**src/rtl/quad_updown_decoder.sv**
```systemverilog
// quad_updown_decoder
//   Quadrature (A/B) decoder producing registered up/down step pulses and a
//   local modulo-16 position count with wrap carry and a sticky error flag for
//   illegal (double-bit) transitions.
//
// Ports
//   clk      : sole clock, rising edge
//   rst      : asynchronous, active-high reset
//   a, b     : quadrature phases, asynchronous to clk
//   en       : step enable; steps are discarded while low
//   err_clr  : synchronous clear of err
//   up, down : one-cycle registered step pulses (forward / reverse)
//   count    : position count, modulo 16
//   carry    : one-cycle pulse when count wraps (15->0 on up, 0->15 on down)
//   err      : sticky illegal-transition flag
//
// State | meaning
// INIT  | synchronizer refilling after reset; {ap,bp} loaded each edge, no decode
// TRACK | {ap,bp} loaded each edge, transitions decoded into steps
module quad_updown_decoder #(
    parameter int SYNC_STAGES = 2
) (
    input  logic       clk,
    input  logic       rst,
    input  logic       a,
    input  logic       b,
    input  logic       en,
    input  logic       err_clr,
    output logic       up,
    output logic       down,
    output logic [3:0] count,
    output logic       carry,
    output logic       err
);

    typedef enum logic {
        INIT  = 1'b0,
        TRACK = 1'b1
    } state_t;

    state_t state, state_nxt;

    logic [SYNC_STAGES-1:0] a_sync;
    logic [SYNC_STAGES-1:0] b_sync;
    logic                   as, bs;
    logic                   ap, bp;
    logic [2:0]             init_cnt, init_cnt_nxt;
    logic                   fwd, rev, illegal;
    logic                   step_up, step_dn;

    always_ff @(posedge clk or posedge rst) begin
        if (rst) begin
            a_sync <= '0;
            b_sync <= '0;
        end else begin
            a_sync <= {a_sync[SYNC_STAGES-2:0], a};
            b_sync <= {b_sync[SYNC_STAGES-2:0], b};
        end
    end

    assign as = a_sync[SYNC_STAGES-1];
    assign bs = b_sync[SYNC_STAGES-1];

    // The synchronizer is cleared by reset, so right after release its output
    // still shows the cleared value and not the pins. INIT therefore stays
    // until the first real sample has reached {as,bs} and been loaded into
    // {ap,bp}: SYNC_STAGES+1 edges, timed by a down-counter. Decoding sooner
    // would see a fake 00 -> pins transition.
    always_comb begin
        state_nxt    = state;
        init_cnt_nxt = init_cnt;
        fwd          = 1'b0;
        rev          = 1'b0;
        illegal      = 1'b0;
        case (state)
            INIT: begin
                if (init_cnt == 3'd0) begin
                    state_nxt = TRACK;
                end else begin
                    init_cnt_nxt = init_cnt - 3'd1;
                end
            end
            TRACK: begin
                case ({ap, bp, as, bs})
                    4'b0001, 4'b0111, 4'b1110, 4'b1000: fwd = 1'b1;
                    4'b0100, 4'b1101, 4'b1011, 4'b0010: rev = 1'b1;
                    default: ;
                endcase
                illegal = (ap ^ as) & (bp ^ bs);
            end
            default: state_nxt = INIT;
        endcase
    end

    assign step_up = fwd & en;
    assign step_dn = rev & en;

    always_ff @(posedge clk or posedge rst) begin
        if (rst) begin
            state    <= INIT;
            init_cnt <= 3'(SYNC_STAGES);
            ap       <= 1'b0;
            bp       <= 1'b0;
            up       <= 1'b0;
            down     <= 1'b0;
            count    <= 4'd0;
            carry    <= 1'b0;
            err      <= 1'b0;
        end else begin
            state    <= state_nxt;
            init_cnt <= init_cnt_nxt;
            // Previous pair tracks regardless of en so enabling never
            // produces a stale step.
            ap       <= as;
            bp       <= bs;
            up       <= step_up;
            down     <= step_dn;
            carry    <= (step_up && count == 4'd15) || (step_dn && count == 4'd0);
            if (step_up) begin
                count <= count + 4'd1;
            end else if (step_dn) begin
                count <= count - 4'd1;
            end
            // A new illegal transition takes priority over a clear.
            err      <= illegal | (err & ~err_clr);
        end
    end

endmodule
```
**config.mk**
```make
export PLATFORM = sky130hd
export DESIGN_NAME = quad_updown_decoder
export DESIGN_NICKNAME = d
export VERILOG_FILES = /design/src/rtl/quad_updown_decoder.sv
export SDC_FILE = /design/constraint.sdc
export NUM_CORES = 1
export LEC_CHECK = 0
export ABC_AREA = 1
export CAP_MARGIN = 20
export CORE_MARGIN = 1.5
export CORE_UTILIZATION = 40
export CTS_BUF_LIST = sky130_fd_sc_hd__clkbuf_2
export DETAILED_ROUTE_END_ITERATION = 10
export GPL_ROUTABILITY_DRIVEN = 0
export PLACE_DENSITY = 0.65
export SYNTH_ARGS = -nofsm -noshare
export SYNTH_HDL_FRONTEND = slang
export SYNTH_SLANG_ARGS = --single-unit
```
**constraint.sdc**
```tcl
create_clock -name clk -period 1.9 [get_ports clk]
set_input_delay 0.475 -clock clk [delete_from_list [all_inputs] [get_ports clk]]
set_output_delay 0.475 -clock clk [all_outputs]
set_load 0.02 [all_outputs]
```
---- After elaboration in Yosys (flattened, before gate mapping) ----
Cells that the tools add are included.
storage, ports and cells
  bits in registers ....................... 18
  bits of input ports ..................... 6
  output and inout port bits .............. 8
  logic and storage cells ................. 51
operators by class
  add/sub/neg operators ................... 3
  equality and inequality tests ........... 9
  muxes and demuxes ....................... 9
  bitwise operators ....................... 10
  reductions and logical operators ........ 9
operators with widths
  operator                                                            number
  4-bit == test, second input constant                                5
  4-bit by 3-bit == test with 1-bit output, second input constant     2
  4-bit 2-to-1 mux                                                    2
  4-bit OR reduction                                                  2
  1-bit 2-to-1 mux                                                    7
  4-bit by 1-bit adder with 4-bit output, second input constant       1
  1-bit bitwise AND                                                   4
  4-bit by 1-bit == test with 1-bit output, second input constant     1
  4-bit by 2-bit == test with 1-bit output, second input constant     1
  4-bit zero test                                                     1
  4-bit by 1-bit subtractor with 4-bit output, second input constant  1
  3-bit zero test                                                     1
  1-bit NOT                                                           3
  3-bit by 1-bit subtractor with 3-bit output, second input constant  1
  1-bit logical AND                                                   2
  2-bit AND reduction                                                 1
  2-bit nonzero test                                                  1
  1-bit bitwise XOR                                                   2
  1-bit logical OR                                                    1
  1-bit OR                                                            1

---- Depth between registers and ports, before layout ----
Gate-level depths: netlist (run 1).
  depth after elaboration ................. 7
  mapped depth ............................ 14
  gate-level depth less buffers ........... 14

---- Least setup slack after synthesis (run 1) ----
Ideal clock, no wire load.
  kind .................................... input to register
  start point ............................. input port en
  end point ............................... register count[3]
  setup time .............................. 113 ps
  data arrival time ....................... 1545 ps
  required time ........................... 1787 ps
  setup slack ............................. 242 ps
  stages on the path ...................... 12
  path buffers ............................ 0
  path through ............................ nand2_1 -> inv_2 -> nand3_4 -> ha_1 -> nand2_1 -> nand2_1 -> a21oi_1 -> nand2_1 -> nand2_1 -> nand2_1 -> nand2_1 -> inv_1
between the ends
  longest elaborated chain between the ends .. 2
  elaborated cells between the ends (all ways) .. 4
  those cells by class .................... mux (1); bitwise (2); reduce/logical (1)
RTL lines
  item                                                           RTL line  RTL
  start: declaration                                             27        input logic en,
  1-bit bitwise AND, on equally long branches                    95, 96
  4-bit 2-to-1 mux / 2-bit nonzero test (equally long branches)  --
  end signal: assignment                                         120       count <= count + 4'd1;
  end signal: assignment                                         122       count <= count - 4'd1;
  end: declaration                                               31        output logic [3:0] count,
Parallel ways exist; a longest one is shown, timed or not.
A chain may end at the register's enable or synchronous reset.

---- Worst setup path after layout (run 1) ----
  start point ............................. register count[0]
  end point ............................... output port count[0]
No word-level cell between the ends.

==> impl_metrics.env, run 1 <==
export IMPL_postSynthCellCount=90
export IMPL_p_leak_nw=0.5950
export IMPL_postRouteAntennaNets=0
export IMPL_grt_pass1_wl_um=2532
export IMPL_nFillCells=176
export IMPL_worst_slew_pin_slew_ps=232.8
export IMPL_multi_input_area_sq_um=355.3
export IMPL_ys_warn_count=0
export IMPL_ys_seq_area_share_pct=52.62
export IMPL_diodes=0
export IMPL_synth_top_area_share_pct=49.56
export IMPL_drt_pass1_iterations=3
export IMPL_clock_root_buffer="clkbuf_2"
export IMPL_rsz0062_at_grt="no"
export IMPL_synth_area_per_cell_sq_um=9.537
export IMPL_hold_viol_final=0
export IMPL_cts_buffers=3
export IMPL_synth_top_cell_by_area="dfrtp_1"
export IMPL_drc_errors=0
export IMPL_status="finished clean"
export IMPL_slowest_stage="clkdlybuf4s50_1"
export IMPL_slew_headroom_pct=84.45
export IMPL_hold_buffers=0
export IMPL_cts_sinks=18
export IMPL_ys_types=19
export IMPL_die_w_um=49.32
export IMPL_dp_hpwl_um=1010
export IMPL_syn_area_sq_um=858.3
export IMPL_synthTopCellsByArea="dfrtp_1, nand2_1, inv_1, ha_1, nand3_4"
export IMPL_start_util_pct=43.31
export IMPL_seqCellArea_sq_um=452.9
export IMPL_drive_gt1_share_pct=19.13
export IMPL_crit_family="buffers and inverters"
export IMPL_synth_most_common_cell="nand2_1"
export IMPL_num_vias=638
export IMPL_clkSlewWorstSetupHoldPaths_ps=180
export IMPL_clkLatencyLatePin_ps=310
export IMPL_crit_chain="clkdlybuf4s50_1"
export IMPL_synth_common_cells="nand2_1, dfrtp_1, inv_1"
export IMPL_vias_per_cell=4.493
export IMPL_antenna_found_initial=0
export IMPL_power_density_nw_per_um2=1046
export IMPL_wire_per_inst_um=9.761
export IMPL_num_rows=16
export IMPL_wl_um=1386
export IMPL_ys_flop_type="dfrtp_1"
export IMPL_async_flop_share_pct=100.0
export IMPL_required_ps=1420
export IMPL_drv_slew=0
export IMPL_core_area_sq_um=1982
export IMPL_finalWorstSetupSlack_ps=143.7
export IMPL_ir_drop_v=0.0006236
export IMPL_cts_tree="yes"
export IMPL_fin_cells=142
export IMPL_max_freq_mhz=569.4
export IMPL_num_nets_final=127
export IMPL_start_kind="flop"
export IMPL_setup_violations=0
export IMPL_max_cap_violations=0
export IMPL_crit_buf_inv=1
export IMPL_synth_edff_count=0
export IMPL_crit_fanout=2
export IMPL_max_stage_delay_ps=600
export IMPL_cp_end_kind="primary output"
export IMPL_grt_overflow=0
export IMPL_area_delta_synth_final_pct=30.76
export IMPL_power_mw=1.174
export IMPL_portBuffers=13
export IMPL_die_area_sq_um=2432
export IMPL_pre_cts_ws_ps=-246.5
export IMPL_dieHeight_um=49.32
export IMPL_finalCritPeriodShare_pct=92.44
export IMPL_grt_start_max_net_pins=19
export IMPL_synthesis_nets=101
export IMPL_crit_type="flop to primary output"
export IMPL_cts_max_level=1
export IMPL_cts_buffer_depth=2
export IMPL_utilization_pct=56.63
export IMPL_placed_cells=136
export IMPL_fin_crit_ps=1756
export IMPL_first_global_vias=599
export IMPL_clock_skew_ps=10.80
export IMPL_drtIter0Drc=6
export IMPL_ios=14
export IMPL_track_usage_pct=14.14
export IMPL_ys_seq_elements=18
export IMPL_hp_class="flop to flop"
export IMPL_critPathArrivalTime_ps=1280
-- worst paths after layout --
path                                      start                       to  slack [ps]  cells past startpoint
hold / removal              a_sync[0]$_DFF_PP0_      a_sync[1]$_DFF_PP0_         380                      0
min in group asynchronous                   rst  init_cnt[0]$_DFFE_PP0P_         440                      3
hold reg to reg             a_sync[0]$_DFF_PP0_      a_sync[1]$_DFF_PP0_         380                      0
setup / recovery           count[0]$_DFFE_PP0P_                 count[0]         140                      1
max in group asynchronous                   rst  init_cnt[1]$_DFFE_PP1P_        1190                      3
setup reg to reg            b_sync[1]$_DFF_PP0_     count[3]$_DFFE_PP0P_         230                     13
-- registers in the layout (all words and copies together), names as in the netlist --
signal,cells
ap,1
err,1
down,1
up,1
b_sync,2
a_sync,2
state,1
init_cnt,3
count,4
bp,1
carry,1
-- layout by cell type (no fill, tap or decap), drive strengths merged --
| cell | count |
|---|---|
| nand2 | 31 |
| inv | 17 |
| dfrtp | 17 |
| clkdlybuf4s50 | 10 |
| buf | 8 |
| nand3 | 6 |
| o21ai | 4 |
| ha | 4 |
| clkbuf | 3 |
| dlymetal6s2s | 3 |
| xor2 | 3 |
| nor2 | 1 |
| a21oi | 1 |
| nand4 | 1 |
| nor4 | 1 |
| a22oi | 1 |
| o2111ai | 1 |
| fa | 1 |
| clkinv | 1 |
| dfstp | 1 |
-- cell type report --
type	count	share of cell area [%]
clock buffer	3	1.338
clock inverter	1	0.3344
inverter	17	5.686
multi-input combinational	55	31.66
sequential	18	40.36
tap	27	3.010
timing repair buffer	21	17.61
-- cells by family after synthesis --
| family | synth area share, % |
|---|---|
| AOI/OAI and AO/OA | 4.811 |
| xor gates and xnor gates | 3.937 |
| adders and majority gates | 8.164 |
| and+or+nand+nor | 23.03 |
| DFF | 52.62 |
| buffers and inverters | 7.434 |
-- timing repair --
| item | 4_1_cts | 5_1_grt |
|---|---|---|
| setup endpoints to repair | 1 | 4 |
| resized for setup | 1 | 4 |
| pin swaps | 0 | 0 |
| setup buffers | 0 | 2 |
-- routing by layer --
metal / global-route usage [%] / wire length [um]
met1: 17.98 / 668
met2: 21.40 / 632
met3: 3.681 / 46
met4: 8.571 / 38
met5: 0 / 0
-- power by group --
group | leakage [nW] | total [mW] | switching (mW) | internal [mW]
logic | 0.365 | 0.504 | 0.262 | 0.242
registers | 0.216 | 0.503 | 0.0641 | 0.439
clock network | 0.0140 | 0.166 | 0.121 | 0.0458
-- metrics by stage --
stage	area, sq um	hold slack (ps)	TNS (ps)
final	1122	376.3	0
after global routing	1122	391.4	0
after CTS	1087	383.8	0
after detailed placement	1067	346.2	-352.7
after global placement	1067	332.3	-294.1
after floorplan	858.3	331.2	0
No activity file was read; power rests on OpenSTA's default activity.
==> run 2, diff against run 1 <==
--- a/config.mk
+++ b/config.mk
@@ -8,3 +8,3 @@
 export ABC_AREA = 1
-export CAP_MARGIN = 20
+export CAP_MARGIN = 5
 export CORE_MARGIN = 1.5
@@ -18 +18,2 @@
 export SYNTH_SLANG_ARGS = --single-unit
+export TNS_END_PERCENT = 50
==> constraint.sdc (replaced) <==
create_clock -name clk -period 1.9 [get_ports clk]
set_input_delay 0.285 -clock clk [delete_from_list [all_inputs] [get_ports clk]]
set_output_delay 0.285 -clock clk [all_outputs]
set_load 0.02 [all_outputs]
==> run 2 against run 1 <==
Against the previous run: sequential cell count unchanged; hold slack got worse by 120 ps; critical endpoint is now count[2]$_DFFE_PP0P_; clock skew decreased by 3.8 ps; highest routed layer unchanged; clock power decreased by 2%; worst setup slack improved by 12 ps; count of clock-buffer cells in the layout unchanged; non-clock buffer count decreased by 2; core utilization decreased by 1.1 points; sequential share of layout area increased by 0.83 points; critical path type is now flop to flop; global-route usage increased by 0.90 points.
==> impl_metrics.env, run 2 (synthesis results as in run 1) <==
export IMPL_crit_top_cell="nand2_1"
export IMPL_die_area_sq_um=2432
export IMPL_grtUsageMet2_pct=24.32
export IMPL_gr_usage_met3_pct=2.147
export IMPL_pre_cts_ws_ps=-69.37
export IMPL_power_density_nw_per_um2=1059
export IMPL_grt_busiest_layer="met2"
export IMPL_die_w_um=49.32
export IMPL_crit_family="flip-flops"
export IMPL_clock_skew_ps=6.972
export IMPL_slew_headroom_pct=84.49
export IMPL_start_util_pct=43.31
export IMPL_p_leak_nw=0.5530
export IMPL_grtUsageMet1_pct=17.96
export IMPL_core_area_sq_um=1982
export IMPL_vias_per_cell=4.479
export IMPL_largest_reg_flops=4
export IMPL_drt_pass1_iterations=2
export IMPL_clkLatencyLatePin_ps=300
export IMPL_r2r_cells=9
export IMPL_top_register="count"
export IMPL_cts_sinks=18
export IMPL_cts_buffer_depth=2
export IMPL_portBuffers=13
export IMPL_reg_top3="count: 4 flops, init_cnt: 3 flops"
export IMPL_max_freq_mhz=573.3
export IMPL_max_stage_delay_ps=450
export IMPL_final_cell_mix="nand2_1, inv_1, dfrtp_1"
export IMPL_area_delta_synth_final_pct=28.13
export IMPL_finalWorstSetupSlack_ps=155.8
export IMPL_reg2reg_to="count[2]$_DFFE_PP0P_"
export IMPL_antenna_found_initial=0
export IMPL_cts_tree="yes"
export IMPL_drc_errors=0
export IMPL_drtIter0Drc=3
export IMPL_drive_gt1_share_pct=17.70
export IMPL_clkSlewWorstSetupHoldPaths_ps=170
export IMPL_grt_start_max_net_pins=19
export IMPL_hold_viol_final=0
export IMPL_crit_fanout=5
export IMPL_grt_pass1_wl_um=2725
export IMPL_rsz0062_at_grt="no"
export IMPL_clock_root_buffer="clkbuf_2"
export IMPL_hp_class="input pin to asynchronous set/reset pin"
export IMPL_critPathArrivalTime_ps=1960
export IMPL_regToRegSetupSlack_ps=160
export IMPL_ir_drop_v=0.0007386
export IMPL_cts_buffers=3
export IMPL_wl_um=1436
export IMPL_postRouteAntennaNets=0
export IMPL_fin_crit_ps=1744
export IMPL_crit_buf_inv=2
export IMPL_status="finished clean"
export IMPL_num_rows=16
export IMPL_nFillCells=174
export IMPL_num_nets_final=125
export IMPL_wire_per_inst_um=10.26
export IMPL_cp_end_kind="flop"
export IMPL_finalCritPeriodShare_pct=91.80
export IMPL_diodes=0
export IMPL_crit_type="flop to flop"
export IMPL_placed_cells=136
export IMPL_first_global_vias=658
export IMPL_num_vias=627
export IMPL_fin_cells=140
export IMPL_start_kind="flop"
export IMPL_slowest_stage="dfrtp_1"
export IMPL_dieHeight_um=49.32
export IMPL_final_common_cell="nand2_1"
export IMPL_track_usage_pct=15.04
export IMPL_crit_chain="inv_1 -> nand2_1 -> nand2_1 -> nand3_4 -> buf_4 -> fa_1 -> xor2_1 -> nand2_1 -> nand2_1"
export IMPL_drv_slew=0
export IMPL_grt_overflow=0
export IMPL_dp_hpwl_um=1113
export IMPL_required_ps=2120
export IMPL_worst_slew_pin_slew_ps=230.5
export IMPL_ios=14
export IMPL_rr_startpoint="b_sync[1]$_DFF_PP0_"
export IMPL_max_cap_violations=0
export IMPL_setup_violations=0
export IMPL_cts_max_level=1
-- run 2: worst max-delay path by stage --
stage	cells after the start	endpoint	startpoint
floorplan	13	count[3]$_DFFE_PP0P_	b_sync[1]$_DFF_PP0_
global placement	13	count[3]$_DFFE_PP0P_	en
detailed placement	13	count[3]$_DFFE_PP0P_	en
CTS	1	count[0]	count[0]$_DFFE_PP0P_
global route	13	count[3]$_DFFE_PP0P_	b_sync[1]$_DFF_PP0_
finish	9	count[2]$_DFFE_PP0P_	b_sync[1]$_DFF_PP0_
-- run 2: per-stage QoR --
stage	instance area, sq um	hold WS (ps)	utilization (%)	power, mW	setup TNS (ps)
after detailed placement	1067	337.0	53.85	0.9988	-114.3
after floorplan	858.3	222.8	-	0.8110	0
after global placement	1067	333.5	53.85	0.9740	-24.86
after global routing	1100	248.6	55.49	1.272	0
final	1100	256.4	55.49	1.165	0
after CTS	1086	250.2	54.80	1.166	0
-- run 2: layout make-up --
cell class                      count  area (sq um)  area share [%]
Clock buffer                        3         15.01           1.365
Clock inverter                      1         3.754          0.3413
Sequential cell                    18         452.9           41.18
Tap cell                           27         33.78           3.072
Multi-Input combinational cell     55         355.3           32.31
Timing Repair Buffer               19         175.2           15.93
Inverter                           17         63.81           5.802
-- run 2: worst min-delay path: cells and delay by family --
family                 cells  cell delay [ps]
buffers and inverters      3              670
-- run 2: power breakdown --
part | internal (mW) | switching (mW) | total [mW] | leakage (nW)
Clock | 0.0457 | 0.117 | 0.162 | 0.0140
Combinational | 0.233 | 0.238 | 0.471 | 0.322
Sequential | 0.440 | 0.0914 | 0.531 | 0.217
Total | 0.719 | 0.446 | 1.16 | 0.553
-- run 2: what timing repair did --
action	4_1_cts	5_1_grt
buffers inserted	0	0
endpoints found under the hold margin	0	0
hold buffers	0	0
resized for setup	0	2
endpoints found under the setup margin	0	2
-- run 2: routing by layer --
layer	up-vias	share of wire, %
met5	-	0
met4	0	2.9
met1	292	46
met3	4	2.8
met2	9	48
li1	322	-
==> run 3, diff against run 2 <==
- CELL_PAD_IN_SITES_DETAIL_PLACEMENT: default -> 1
- CELL_PAD_IN_SITES_GLOBAL_PLACEMENT: default -> 1
- PLACE_DENSITY: 0.65 -> 0.8
==> run 3 against run 2 <==
Against the previous run: maximum frequency fell by 0.51%; final cell count stayed put; sequential power about the same; global-route usage grew 1.7 points; sequential cell count unchanged.
==> impl_metrics.env, run 3 (synthesis results as in run 1) <==
export IMPL_final_cell_area_sq_um=1102
export IMPL_max_cap_violations=0
export IMPL_drt_pass1_iterations=4
export IMPL_die_area_sq_um=2432
export IMPL_seqCellArea_sq_um=452.9
export IMPL_top_register="count"
export IMPL_grt_pass1_wl_um=3063
export IMPL_area_delta_synth_final_pct=28.43
export IMPL_largest_reg_flops=4
export IMPL_cts_sinks=18
export IMPL_clkSlewWorstSetupHoldPaths_ps=170
export IMPL_crit_family="buffers and inverters"
export IMPL_clock_root_buffer="clkbuf_2"
export IMPL_slowest_stage="clkdlybuf4s50_1"
export IMPL_hold_buffers=0
export IMPL_finalCritPeriodShare_pct=92.27
export IMPL_placed_cell_area_sq_um=1045
export IMPL_core_area_sq_um=1982
export IMPL_wire_per_inst_um=12.75
export IMPL_num_rows=16
export IMPL_wl_um=1785
export IMPL_crit_type="flop to primary output"
export IMPL_dp_hpwl_um=1284
export IMPL_num_nets_final=125
export IMPL_hp_class="input pin to asynchronous set/reset pin"
export IMPL_start_util_pct=43.31
export IMPL_crit_fanout=6
export IMPL_reg_top3="count: 4 flops, init_cnt: 3 flops"
export IMPL_portBuffers=13
export IMPL_drtIter0Drc=11
export IMPL_hold_viol_final=0
export IMPL_final_common_cell="nand2_1"
export IMPL_drv_slew=0
export IMPL_whs_ps=332.1
export IMPL_required_ps=1620
export IMPL_antenna_found_initial=0
export IMPL_postRouteAntennaNets=0
export IMPL_finalWorstSetupSlack_ps=146.8
export IMPL_nFillCells=229
export IMPL_grt_start_max_net_pins=19
export IMPL_fin_cells=140
export IMPL_track_usage_pct=16.74
export IMPL_cp_end_kind="primary output"
export IMPL_cts_buffers=3
export IMPL_cts_tree="yes"
export IMPL_cts_buffer_depth=2
export IMPL_rsz0062_at_grt="yes"
export IMPL_pre_cts_ws_ps=-73.74
export IMPL_slew_headroom_pct=56.11
export IMPL_status="finished clean"
export IMPL_ios=14
export IMPL_utilization_pct=55.62
export IMPL_final_cell_mix="nand2_1, dfrtp_1, inv_1"
export IMPL_fin_crit_ps=1753
export IMPL_clock_skew_ps=1.586
export IMPL_placed_cells=133
export IMPL_num_vias=669
export IMPL_p_leak_nw=0.5519
export IMPL_grt_overflow=0
export IMPL_start_kind="flop"
export IMPL_dieHeight_um=49.32
export IMPL_worst_slew_pin_slew_ps=657.6
export IMPL_drive_gt1_share_pct=20.35
export IMPL_cts_max_level=1
export IMPL_crit_buf_inv=1
export IMPL_setup_violations=0
export IMPL_multi_input_area_sq_um=357.8
export IMPL_clkLatencyLatePin_ps=320
export IMPL_ir_drop_v=0.0006665
export IMPL_die_w_um=49.32
export IMPL_max_freq_mhz=570.4
export IMPL_drc_errors=0
export IMPL_crit_chain="clkdlybuf4s50_1"
export IMPL_vias_per_cell=4.779
export IMPL_critPathArrivalTime_ps=1470
export IMPL_first_global_vias=696
export IMPL_diodes=0
export IMPL_max_stage_delay_ps=650
export IMPL_power_density_nw_per_um2=1077
## run 3: routing by layer
metal | wire, um | part of all wire [%] | global-route usage (%) | up-vias
li1 | - | - | - | 322
met1 | 756 | 42 | 20.56 | 327
met2 | 932 | 52 | 28.15 | 15
met3 | 57 | 3.2 | 2.761 | 5
met4 | 38 | 2.1 | 8.571 | 0
met5 | 0 | 0 | 0 | -
## run 3: repair_timing
item,4_1_cts,5_1_grt
gates resized for setup,0,5
hold endpoints to repair,0,0
setup buffers,0,3
endpoints found under the setup margin,0,3
## run 3: final cells by class
cell class | count | share of cell area, %
Tap cell | 27 | 3.065
Clock buffer | 3 | 1.362
Sequential cell | 18 | 41.09
Multi-Input combinational cell | 55 | 32.46
Clock inverter | 1 | 0.3405
Timing Repair Buffer | 19 | 15.89
Inverter | 17 | 5.789
## run 3: worst paths after layout
kind,from,endpoint,slack [ps],depth (start not counted)
min,rst,up$_DFF_PP0_,330,2
min in group clk,a_sync[0]$_DFF_PP0_,a_sync[1]$_DFF_PP0_,370,0
max in group asynchronous,rst,count[0]$_DFFE_PP0P_,1120,2
max reg2reg,b_sync[1]$_DFF_PP0_,count[2]$_DFFE_PP0P_,150,9
min reg2reg,a_sync[0]$_DFF_PP0_,a_sync[1]$_DFF_PP0_,370,0
max,count[1]$_DFFE_PP0P_,count[1],150,1
## run 3: per-stage QoR
step,TNS [ps],power (mW)
detailed placement,-125.2,1.003
CTS,0,1.173
global route,-1.588,1.291
finish,0,1.188
global placement,-26.94,0.9719
floorplan,0,0.8110
## run 3: where the power goes
| part | internal [mW] | total, mW | switching [mW] | leakage (nW) |
|---|---|---|---|---|
| Combinational | 0.235 | 0.486 | 0.252 | 0.321 |
| Sequential | 0.440 | 0.532 | 0.0924 | 0.217 |
| Clock | 0.0457 | 0.169 | 0.123 | 0.0140 |
